### src/rtl/byte_enable_register.sv
// Single data register with per-byte write enables, written from a bus decoder.
// The stored value is continuously presented on q; lanes update independently.
module byte_enable_register #(
    parameter int               WIDTH       = 16,
    parameter logic [WIDTH-1:0] RESET_VALUE = {WIDTH{1'b0}}
) (
    input  logic                 clk,
    input  logic                 reset,
    input  logic                 en,
    input  logic [WIDTH/8-1:0]   be,
    input  logic [WIDTH-1:0]     d,
    output logic [WIDTH-1:0]     q
);

    localparam int NUM_BYTES = WIDTH / 8;

    logic [WIDTH-1:0] q_r;
    logic [WIDTH-1:0] next_s;

    // Lane-wise next value: an unselected lane (or en=0) recirculates, so d is never observed.
    always_comb begin
        next_s = q_r;
        for (int i = 0; i < NUM_BYTES; i++) begin
            if (en && be[i]) begin
                next_s[8*i +: 8] = d[8*i +: 8];
            end else begin
                next_s[8*i +: 8] = q_r[8*i +: 8];
            end
        end
    end

    // Storage register; reset wins over any write on the same edge.
    always_ff @(posedge clk or posedge reset) begin
        if (reset) begin
            q_r <= RESET_VALUE;
        end else begin
            q_r <= next_s;
        end
    end

    assign q = q_r;

endmodule

### config.mk
export PLATFORM = sky130hd
export DESIGN_NAME = byte_enable_register
export DESIGN_NICKNAME = d
export VERILOG_FILES = /design/src/rtl/byte_enable_register.sv
export SDC_FILE = /design/constraint.sdc
export NUM_CORES = 1
export LEC_CHECK = 0
export BUFFER_PORTS_ARGS = -buffer_cell sky130_fd_sc_hd__buf_4
export CAP_MARGIN = 10
export CORE_MARGIN = 5
export CORE_UTILIZATION = 43
export DETAILED_ROUTE_END_ITERATION = 7
export PLACE_DENSITY = 0.91
export RECOVER_POWER = 50
export SYNTH_ARGS = -nofsm -noshare
export SYNTH_HDL_FRONTEND = slang
export SYNTH_SLANG_ARGS = --single-unit
### constraint.sdc
create_clock -name clk -period 1 [get_ports clk]
set_input_delay 0.05 -clock clk [delete_from_list [all_inputs] [get_ports clk]]
set_output_delay 0.05 -clock clk [all_outputs]
set_load 0.03 [all_outputs]
# After elaboration in Yosys (flattened, before gate mapping)
# Cells that the tools add are included.
word_totals:
  regBits: 16
  latchBits: 0
  mem_bits_rw: 0
  mem_bits_ro: 0
  inputBits: 21
  mem_count: 0
op_classes:
  add_sub_neg: 0
  multipliers: 0
  n_div: 0
  order_cmp: 0
  eq_ne: 0
  shifts: 0
  muxes: 0
  n_bitwise: 0
  n_reduce_logical: 2
ops:
  columns: ["operator", "count"]
  rows:
  - ["$logic_and A1 B1 Y1", 2]

# Depth between registers and ports, before layout
# Gate-level depths: netlist (run 1).
logic_depth:
  depth_word: 1
  depth_mapped: 2
  depth_no_buf: 2

# Worst setup path after synthesis (run 1)
# Ideal clock, no wire load.
synth_timing:
  path_type: "register to register"
  start: "reg q[0] (netlist name)"
  end: "reg q_r[0], in the netlist q[0]"
  arrival_ns: 0.758
  slack_ns: 0.117
  path_stages_with_launch: 2
  n_path_buf: 0
  period_less_slack_ns: 0.883
  cell_sequence: "dfrtp_1 mux2_2"
synth_rtl:
  columns: ["element", "line", "text"]
  rows:
  - ["end signal, assigned", "37", "q_r <= next_s;"]
  - ["end, declared", "17", "logic [WIDTH-1:0] q_r;"]

# Worst setup path after layout (run 1)
layout_timing:
  start: "reg q_r[8], in the netlist q[8]"
  end: "out q[8]"
layout_rtl:
  columns: ["element", "line", "text"]
  rows:
  - ["end, declared", "12", "output logic [WIDTH-1:0] q"]
# No word-level cell between the ends.

==> out/metrics.cfg, run 1 <==
[outcome]
status=completed

[setup_path]
critPathBufInv=1
cp-end-kind=primary output
arrival_ps=890
startpoint=q[8]$_DFFE_PP0P_
required_ps=950
slowest_stage=dfrtp_1
cp_top_family=flip-flops
r2r_cells=1
cp_cell_sequence=buf_4
crit_path_max_incr_delay_ps=410
critical_path_depth=1
timing_worst_setup_path_type=reg2out
start_kind=register
r2r-start=q[10]$_DFFE_PP0P_
path_max_fanout=2

[logic_synthesis]
yosys-top-cells-area=dfrtp_1, mux2_2, nand2_2
netlist_instances=35
ys_top_cells_by_count=dfrtp_1, mux2_2, nand2_2
synth_edf_count=0
yosysUniqueCellTypes=4
avgSynthCellArea_um2=17.1
syn-num-nets=56
yosysTopAreaCell=dfrtp_1
yosysSeqAreaShare_pct=67.1
yosysWarnings=0
synth_area_um2=597
postSynthRegisterBits=16
synth_top_area_share_pct=67.1
ys.flop_type=dfrtp_1
async_flop_share_pct=100

[clock_network]
clk_pin_slew_worst_paths_ps=100
clockRootBuffer=clkbuf_4
cts_resized=0
cts_tree=yes
cts.sinks=16
clkLatencyLatePin_ps=280
cts_hold_buf=12
post_cts_buffers=0
clk_path_buf_depth=2
h-tree-depth=1
cts_buffers=3

[power]
seqPwrFrac_pct=45.7
comb_power_share_pct=34.8
vdd_drop_max_mv=1.24
p_switching_mw=0.579
clkPwrFrac_pct=19.5
leakagePower_nw=0.512
switching_share_pct=33.2
power_density_nw_per_um2=1650
p_int_mw=1.17

[timing]
finalHoldViolCount=0
skew_ps=0
drv_slew=0
maxSlewHeadroom_pct=61.1
tns_ps=0
max_freq_mhz=1070
worstMarginPinSlew_ps=583
setup_violations=0
fin_crit_sh_pct=93.6
period_needed_ps=936
rsz0062_at_grt=false

[die]
initial_utilization_pct=45.9
die_area_um2=2230
die_h_um=47.3
coreArea_um2=1300
io_pins=37
die_w_um=47.3
rows=13

[final_layout]
utilization_pct=81.3
drive_above_1_share_pct=64.0
final_nets=112
area_growth_pct=77.4
largest_register_ffs=16
antenna_cells=0

[drt]
drt_iter0_markers=4
viasPerCell=4.74
drcViolationCount=0
ant_nets=0
wirelength_um=1900
wl_per_cell_um=18.3
dr_total_vias=493
drt-pass1-iter-count=2

[global_route]
grt_pass1_wl_um=2570
overflow=0
grt_max_degree=17
grt_pass1_vias=567
antenna_found_initial=0
grt_util_all_layers_pct=17.3

[flow_run]
drv_cap=0

[hold_path]
worstHoldStart=d[6]
whs_path_depth=2
min_path_type=in2reg

[placement]
io_buffers=36
place_congestion=0.648

-- final timing paths --
kind / endpoint / slack, ps
min: q[6]$_DFFE_PP0P_ / 10
max reg2reg: q[10]$_DFFE_PP0P_ / 200
min reg2reg: q[1]$_DFFE_PP0P_ / 510
min in group asynchronous: q[8]$_DFFE_PP0P_ / 380
max: q[8] / 60
max in group asynchronous: q[0]$_DFFE_PP0P_ / 230
-- cells by family (layout without fill, tap and decap cells) --
group	after synthesis	count (layout)	share of synthesized area [%]
flip-flops	16	16	67.1
multiplexers	16	16	30.2
buffers and inverters	1	55	0.628
AND/OR/NAND/NOR	2	2	2.10
-- layout by cell type (no fill, tap or decap) --
master         netlist  final
mux2_2              16     16
nand2_2              2      2
dlygate4sd3_1        0     15
clkbuf_4             0     15
buf_4                0     24
dfrtp_1             16     16
inv_1                1      1
-- per-layer routing --
layer / track usage [%] / wire (µm)
met5: 0 / 0
met4: 6.63 / 8
met2: 30.2 / 1040
met1: 18.3 / 675
met3: 7.28 / 174
-- stage by stage --
step	total power, mW	cells	instance area, µm²	hold WS (ps)	setup WS [ps]
after floorplan	1.11	35	597	-36.3	117
after global placement	1.34	86	886	143	193
after detailed placement	1.36	86	886	153	150
after CTS	1.71	101	1030	0.0796	97.9
after global routing	1.82	104	1060	8.44	44.6
final	1.75	104	1060	13.8	63.7
-- cell type report --
cell class                      instances  area [µm²]
Inverter                                1        3.75
Timing Repair Buffer                   51         420
Multi-Input combinational cell         18         193
Clock buffer                            3        22.5
Fill cell                              70         243
Sequential cell                        16         400
Tap cell                               15        18.8
-- power by group through the flow --
stage / combinational [mW] / sequential (mW) / clock [mW]
4_1_cts: 0.590 / 0.790 / 0.329
2_1_floorplan: 0.112 / 0.993 / 0
3_5_place_dp: 0.553 / 0.803 / 0
5_1_grt: 0.640 / 0.809 / 0.368
3_3_place_gp: 0.539 / 0.798 / 0
6_report: 0.607 / 0.798 / 0.340
Note: power is estimated with default switching activity, not from simulation.
==> inputs of run 2 (changes only) <==
--- a/config.mk
+++ b/config.mk
@@ -5,10 +5,11 @@
 export SDC_FILE = /design/constraint.sdc
 export NUM_CORES = 1
 export LEC_CHECK = 0
+export ABC_AREA = 1
 export BUFFER_PORTS_ARGS = -buffer_cell sky130_fd_sc_hd__buf_4
 export CAP_MARGIN = 10
 export CORE_MARGIN = 5
-export CORE_UTILIZATION = 43
+export CORE_UTILIZATION = 44
 export DETAILED_ROUTE_END_ITERATION = 7
 export PLACE_DENSITY = 0.91
 export RECOVER_POWER = 50
==> run 2 against run 1 <==
Effect of this change: hold slack worse by 9.0 ps; final cell count up 26%; clock skew unchanged; synthesized cell count up 100%; global-route usage down 1.9 points; sequential power down 2.8%; critical endpoint unchanged; sequential share of layout area up 1.9 points; combinational power down 19%; design area down 4.7%; total power down 9.2%; largest power group unchanged; count of clock-buffer cells in the layout unchanged.
==> out/metrics.cfg, run 2 <==
[logic_synthesis]
yosysUniqueCellTypes=8  ; +4
netlist_instances=71  ; +100%
ys_top_cells_by_count=nand2_1, dfrtp_1, nand3_1
syn-num-nets=92  ; +64%
synth_top_area_share_pct=62.0  ; -5.1 points
avgSynthCellArea_um2=9.09  ; -47%
async_flop_share_pct=100  ; unchanged
postSynthRegisterBits=16  ; unchanged
yosys-top-cells-area=dfrtp_1, nand2_1, nand3_1
yosysWarnings=0  ; unchanged
ys.flop_type=dfrtp_1
synth.most_common_cell=nand2_1
yosysSeqAreaShare_pct=62.0  ; -5.1 points
synth_edf_count=0  ; unchanged
synth_area_um2=646  ; +8.2%
yosysTopAreaCell=dfrtp_1

[drt]
wirelength_um=1750  ; -7.6%
dr_total_vias=644  ; +31%
drt_iter0_markers=7  ; +3
drcViolationCount=0  ; unchanged
viasPerCell=4.92  ; +3.7%
drt-pass1-iter-count=4  ; +2
wl_per_cell_um=13.4  ; -27%
ant_nets=0  ; unchanged

[final_layout]
drive_above_1_share_pct=35.3  ; -29 points
fillers=106  ; +51%
final_nets=139  ; +24%
fin_area_um2=1010  ; -4.7%
largest_register_ffs=16  ; unchanged
utilization_pct=74.7  ; -6.6 points
final_cell_mix=nand2_1, buf_4, nand3_1, dfrtp_1, clkbuf_4
layout_commonest_cell=nand2_1
antenna_cells=0  ; unchanged
area_growth_pct=56.2

[timing]
rsz0062_at_grt=false
finalHoldViolCount=0  ; unchanged
fin_crit_sh_pct=90.9  ; -2.7 points
drv_slew=0  ; unchanged
tns_ps=0  ; unchanged
setup_violations=0  ; unchanged
maxSlewHeadroom_pct=60.8  ; -0.26 points
period_needed_ps=909  ; -27.1 ps
worstMarginPinSlew_ps=587  ; +3.94 ps
skew_ps=0  ; unchanged
max_freq_mhz=1100  ; +3.0%

[setup_path]
path_max_fanout=2  ; unchanged
crit_path_max_incr_delay_ps=400  ; about the same
arrival_ps=860  ; -30 ps
cp_cell_sequence=buf_4
reg2reg_slack_ps=370  ; +170 ps
start_kind=register
cp-end-kind=primary output
required_ps=950  ; about the same
timing_worst_setup_path_type=reg2out
cp_top_family=flip-flops
critPathBufInv=1  ; unchanged
slowest_stage=dfrtp_1

[clock_network]
cts_tree=yes
cts.sinks=16  ; unchanged
cts_hold_buf=7  ; -5
clk_pin_slew_worst_paths_ps=90  ; about the same
cts_resized=0  ; unchanged
h-tree-depth=1  ; unchanged
post_cts_buffers=0  ; unchanged
clkLatencyLatePin_ps=270  ; about the same
clockRootBuffer=clkbuf_4
cts_buffers=3  ; unchanged
clk_path_buf_depth=2  ; unchanged

[die]
rows=13  ; unchanged
io_pins=37  ; unchanged
coreArea_um2=1350  ; +3.7%
die_w_um=48.3  ; +2.2%
die_h_um=48.3  ; +2.2%
initial_utilization_pct=47.8  ; +2.0 points
die_area_um2=2330  ; +4.5%

[power]
vdd_drop_max_mv=1.15  ; -7.4%
power_density_nw_per_um2=1570  ; -4.7%
leakagePower_nw=0.568  ; +11%

[global_route]
grt_pass1_vias=620  ; +9.3%
grt_max_degree=19  ; +2
antenna_found_initial=0  ; unchanged
overflow=0  ; unchanged
grt_pass1_wl_um=2870  ; +12%
grt_util_all_layers_pct=15.4  ; -1.9 points

[flow_run]
drv_cap=0  ; unchanged

[placement]
post_dp_cell_area_um2=906  ; +2.3%
io_buffers=36  ; unchanged
hpwl_um=1260
place_congestion=0.766  ; +18%

[outcome]
status=completed

[hold_path]
min_path_type=in2reg

-- run 2: worst reg2reg max path, delay by kind of cell, from the launching register on --
family           cells  cell delay, ps
flip-flops           1             400
AND/OR/NAND/NOR      2             130
-- run 2: path summary, 6_finish.rpt --
kind	end	startpoint	cells past startpoint
min reg2reg	q[2]$_DFFE_PP0P_	q[2]$_DFFE_PP0P_	2
min	q[3]$_DFFE_PP0P_	d[3]	3
max	q[8]	q[8]$_DFFE_PP0P_	1
max reg2reg	q[8]$_DFFE_PP0P_	q[8]$_DFFE_PP0P_	2
min in group asynchronous	q[15]$_DFFE_PP0P_	reset	3
max in group asynchronous	q[5]$_DFFE_PP0P_	reset	3
-- run 2: cells by family (layout without fill, tap and decap cells) --
| logic type | after synthesis | in the layout | share of synthesized area [%] |
|---|---|---|---|
| simple gates | 50 | 50 | 32.9 |
| buf+inv | 5 | 50 | 5.04 |
| flops | 16 | 16 | 62.0 |
-- run 2: where the power goes --
group          switching (mW)  internal, mW
Sequential             0.0490         0.727
Clock                   0.180         0.139
Combinational           0.300         0.188
-- run 2: through the flow --
| step | instances | setup slack (ps) | hold slack (ps) | total power [mW] |
|---|---|---|---|---|
| 2_1_floorplan | 71 | 271 | -36.3 | 1.06 |
| 3_3_place_gp | 118 | 374 | 137 | 1.26 |
| 3_5_place_dp | 118 | 343 | 151 | 1.27 |
| 4_1_cts | 128 | 96.7 | 0.647 | 1.61 |
| 5_1_grt | 131 | 47.9 | 0.524 | 1.68 |
| 6_report | 131 | 90.8 | 4.84 | 1.58 |
-- run 2: routing by layer --
layer / share of wire [%] / wire length, µm / GRT usage (%)
met1: 42 / 745 / 18.0
met2: 49 / 857 / 24.8
met4: 0.86 / 15 / 6.91
met3: 7.6 / 134 / 5.50
met5: 0 / 0 / 0
-- run 2: layout make-up --
cell class | count | area, µm² | share of cell area, %
repair buffers | 46 | 350 | 34.7
well taps | 15 | 18.8 | 1.86
multi-input cells | 50 | 213 | 21.1
inverters | 1 | 3.75 | 0.372
flip-flops and latches | 16 | 400 | 39.7
clock buffers | 3 | 22.5 | 2.23
